--- config.mk ---
export PLATFORM = sky130hd
export DESIGN_NAME = pipelined_adder
export DESIGN_NICKNAME = d
export VERILOG_FILES = /design/src/rtl/pipelined_adder.sv
export SDC_FILE = /design/constraint.sdc
export NUM_CORES = 1
export LEC_CHECK = 0
export CAP_MARGIN = 20
export CORE_MARGIN = 3
export CORE_UTILIZATION = 55
export CTS_CLUSTER_DIAMETER = 80
export DETAILED_ROUTE_END_ITERATION = 7
export GPL_TIMING_DRIVEN = 0
export PLACE_DENSITY = 0.76
export SLEW_MARGIN = 30
export SYNTH_ARGS = -nofsm -noshare
export SYNTH_HDL_FRONTEND = slang
export SYNTH_SLANG_ARGS = --single-unit
--- constraint.sdc ---
create_clock -name clk -period 7.36 [get_ports clk]
set_input_delay 0.736 -clock clk [delete_from_list [all_inputs] [get_ports clk]]
set_output_delay 0.736 -clock clk [all_outputs]
set_load 0.005 [all_outputs]
--- src/rtl/pipelined_adder.sv ---
// pipelined_adder: WIDTH-bit add/subtract split into STAGES ripple slices, one per stage,
// with a single global enable that stalls every stage when the output is held.
module pipelined_adder #(
    parameter int WIDTH  = 32,
    parameter int STAGES = 4
) (
    input  logic             clk,
    input  logic             rst,
    input  logic             in_valid,
    output logic             in_ready,
    input  logic [WIDTH-1:0] A,
    input  logic [WIDTH-1:0] B,
    input  logic             cin,
    input  logic             sub,
    output logic             out_valid,
    input  logic             out_ready,
    output logic [WIDTH-1:0] sum,
    output logic             cout,
    output logic             ovf
);
    localparam int CHUNK = WIDTH / STAGES;
    logic en;
    assign en       = !out_valid || out_ready;
    assign in_ready = en;
    for (genvar s = 0; s < STAGES; s++) begin : g_st
        // Operands arrive shifted so the slice to add is always the low CHUNK bits.
        localparam int RW = WIDTH - s * CHUNK;
        logic [RW-1:0] a_i, b_i;
        logic c_i, v_i, co, ld;
        logic [CHUNK-1:0] part;
        logic v_d, v_q, c_d, c_q;
        logic [(s+1)*CHUNK-1:0] r_d, r_q;
        if (s == 0) begin : g_in
            assign a_i = A;
            assign b_i = sub ? ~B : B;
            assign c_i = sub | cin;
            assign v_i = in_valid;
            always_comb r_d = ld ? part : r_q;
        end else begin : g_mid
            assign a_i = g_st[s-1].g_pass.a_q;
            assign b_i = g_st[s-1].g_pass.b_q;
            assign c_i = g_st[s-1].c_q;
            assign v_i = g_st[s-1].v_q;
            always_comb r_d = ld ? {part, g_st[s-1].r_q} : r_q;
        end
        always_comb begin
            ld        = en && v_i;
            {co, part} = {1'b0, a_i[CHUNK-1:0]} + {1'b0, b_i[CHUNK-1:0]} + {{CHUNK{1'b0}}, c_i};
            v_d       = en ? v_i : v_q;
            c_d       = ld ? co : c_q;
        end
        always_ff @(posedge clk or posedge rst) begin
            if (rst) begin
                v_q <= 1'b0;
                c_q <= 1'b0;
                r_q <= '0;
            end else begin
                v_q <= v_d;
                c_q <= c_d;
                r_q <= r_d;
            end
        end
        if (s < STAGES - 1) begin : g_pass
            logic [RW-CHUNK-1:0] a_d, a_q, b_d, b_q;
            always_comb begin
                a_d = ld ? a_i[RW-1:CHUNK] : a_q;
                b_d = ld ? b_i[RW-1:CHUNK] : b_q;
            end
            always_ff @(posedge clk or posedge rst) begin
                if (rst) begin
                    a_q <= '0;
                    b_q <= '0;
                end else begin
                    a_q <= a_d;
                    b_q <= b_d;
                end
            end
        end else begin : g_last
            // Carry into the MSB recovered as a ^ b ^ sum at that bit.
            logic ovf_d, ovf_q;
            always_comb ovf_d = ld ? (a_i[RW-1] ^ b_i[RW-1] ^ part[CHUNK-1] ^ co) : ovf_q;
            always_ff @(posedge clk or posedge rst) begin
                if (rst) ovf_q <= 1'b0;
                else     ovf_q <= ovf_d;
            end
        end
    end
    assign out_valid = g_st[STAGES-1].v_q;
    assign sum       = g_st[STAGES-1].r_q;
    assign cout      = g_st[STAGES-1].c_q;
    assign ovf       = g_st[STAGES-1].g_last.ovf_q;
endmodule
==> metrics.md <==
| Metric | Value |
|---|---|
| Post-Route WL | 16000 µm |
| Final Setup Violations | 0 |
| Die height | 129 µm |
| Post-Syn Area | 8300 µm² |
| Worst Slack Setup Final | 4.60 ns |
| Setup bufs post-CTS | 0 |
| Placer Congestion | 0.881 |
| Top post-synthesis cells by count | 185 x dfrtp_1, 128 x mux2_2, 59 x nand2_1, 50 x o21ai_0, 39 x xnor2_1 |
| Tmin final | 2.76 ns |
| Count of different cell masters after synthesis | 39 |
| DP Area | 9610 µm² |
| FF+latch count, synth | 185 |
| Clock Skews | 0.00606 ns |
| DR iter-0 viols | 244 |
| Final Cell Area | 10200 µm² |
| Root buf cell | clkbuf_16 |
| Crit path required time | 7.67 ns |
| Clock sink count | 185 |
| Die Area | 16600 µm² |
| Initial Util | 56.7% |
| Post-synth EDFFs | 0 |
| Initial DRT Pass Iterations | 4 |
| Area Overhead vs Synth | 23.5% |
| Fmax | 362 MHz |
| Clock Path Buffers | 2 |
| Crit path max fanout | 10 |
| Outcome | complete, no violations |
| Period utilization | 37.5% |
| HP Start | sum[26] |
| Max-cap viol count | 0 |
| First-pass GRT wire length | 26200 µm |
| Rel. slew slack | 59.4% |
| Max-slew violations | 0 |
| Type of the tightest min-delay check | reg -> reg |
| WL/cell | 16.6 µm |
| Setup crit start | sub |
| Post-Syn Instances | 638 |
| Synth area leaders | dfrtp_1 56%, mux2_2 17%, ha_1 4.2% |
| Leak | 4.53 nW |
| Worst Path Class, Setup | in -> reg |
| CP endpoint kind | register |
| Primary FF master, synth | dfrtp_1 |
| WP data arrival | 3.07 ns |
| CTS tree | built |
| Final Hold Fails | 0 |
| Worst VDD drop | 0.229 mV |
| Hpwl dp | 11500 µm |
| CTS H-tree depth | 4 |
| DRC viols | 0 |
| Least-Margin Pin Slew | 0.608 ns |
| Nature of the critical path startpoint | primary input |
| Reg2Reg Setup Slack | 4.97 ns |
| Core ar. | 14600 µm² |
| Reg2reg start | g_st[2].c_q |
| RSZ-0062 raised after global routing | no |
| I/O Pins | 106 |
| Net Count, Synth | 744 |
| Vias in the first global route | 5301 |
| Dpl ws | 4.17 ns |
| PD cells | 437 nW/µm² |
| Syn avg cell area | 13.0 µm² |
| Port-buffer cells | 104 |
| ANT cells | 0 |
| Cell taking the most area after synthesis | dfrtp_1 |
| CTS resizes | 0 |
| Asr flop ratio synth | 100% |
| Post-CTS Hold Fix Bufs | 0 |
| Top-area cell type share of the netlist area | 55.8% |
| Final #Nets | 868 |
| Yosys warns | 0 |
| Sequential-to-total area share from yosys stat | 55.8% |
| Proportion of layout cells with a drive suffix above 1 | 26.1% |
| Clock-pin slew on the worst setup and hold paths | 0.06 ns |
| Die W | 129 µm |
| Rows | 44 |
| Count leader, synth | dfrtp_1 |
| Worst skew pair latency | 0.43 ns |
| DR vias | 5163 |
| Congestion Overflow GR | 0 |
| GRT Util Overall | 20.3% |
| Vias per inst | 5.38 |
| Initial antenna violation count | 0 |
| Post-DRT Antenna Nets | 0 |
| Inserted Clock Buffers | 17 |
| Largest net degree at the start of global routing | 99 |
path summary, 6_finish.rpt:
path / cells after the start / end
hold reg to reg: 2 / sum[26]
setup reg to reg: 8 / ovf
max in group asynchronous: 3 / g_st[1].g_pass.a_q[9]
hold / removal: 2 / sum[26]
min in group asynchronous: 2 / g_st[0].g_pass.a_q[0]
setup / recovery: 12 / g_st[0].c_q
power by group:
part           internal [W]  switching, W  total, W
clock              0.000597      0.000375  0.000972
combinational      0.000997      0.000784   0.00178
sequential          0.00147      0.000250   0.00172
total               0.00307       0.00141   0.00448
sequential cells by signal, indices dropped and copies added, names as in the netlist:
register and count:
g_st.g_pass.a_q 48, g_st.g_pass.b_q 48, g_st.r_q 48, sum 32, g_st.c_q 3, g_st.v_q 3
cout 1, out_valid 1, ovf 1
layer usage:
layer / GRT usage (%) / routed length, µm / up-vias
met5: 0 / 0 / -
met1: 25.1 / 6730 / 2579
met4: 7.10 / 363 / 0
met2: 35.2 / 8260 / 107
met3: 4.86 / 615 / 34
li1: - / - / 2443
worst max-delay path: stages:
cell	delay (ns)
buf_2	0.16
buf_2	0.24
or2_2	0.33
fa_1	0.41
inv_1	0.09
fa_1	0.20
nor2b_1	0.06
o21a_1	0.19
o21ai_2	0.18
a21oi_2	0.08
o21a_1	0.17
o31a_1	0.22
per-stage QoR:
stage / util (%) / hold slack [ns] / TNS (ns) / total power [W] / cells
floorplan: - / 0.445 / 0 / 0.00294 / 638
global placement: 65.4 / 0.457 / -74.56 / 0.00342 / 926
detailed placement: 65.6 / 0.469 / 0 / 0.00352 / 927
CTS: 70.0 / 0.483 / 0 / 0.00452 / 959
global route: 70.0 / 0.498 / 0 / 0.00478 / 959
finish: 70.0 / 0.477 / 0 / 0.00448 / 959
cell type report:
cell class	count	area, µm²
clock inverters	10	166
plain buffers	28	166
clock buffers	22	474
multi-input cells	411	3450
flip-flops and latches	185	4630
well taps	184	230
repair buffers	105	1070
inverters	14	62.6
fillers	998	4400
layout by cell type, fill, tap and decap left out, types with 12 or more instances in the layout:
master	Yosys	routed
dfrtp_1	185	185
mux2_2	128	128
clkdlybuf4s50_1	0	104
nand2_1	59	59
o21ai_0	50	50
xnor2_1	39	39
ha_1	28	28
xor2_1	17	17
clkbuf_16	0	17
buf_2	16	16
inv_1	13	12
nor2_1	12	12
logic make-up (layout without fill, tap and decap cells):
logic type | after synthesis | count (layout) | share of synthesized area, %
XOR/XNOR | 56 | 56 | 5.91
AO/OA/AOI/OAI | 97 | 97 | 7.16
flip-flops | 185 | 185 | 55.8
AND/OR/NAND/NOR | 92 | 92 | 4.73
adder cells (fa/ha/maj) | 36 | 36 | 6.15
buffers and inverters | 42 | 179 | 2.67
multiplexers | 130 | 130 | 17.6
No activity file was read; power rests on OpenSTA's default activity.
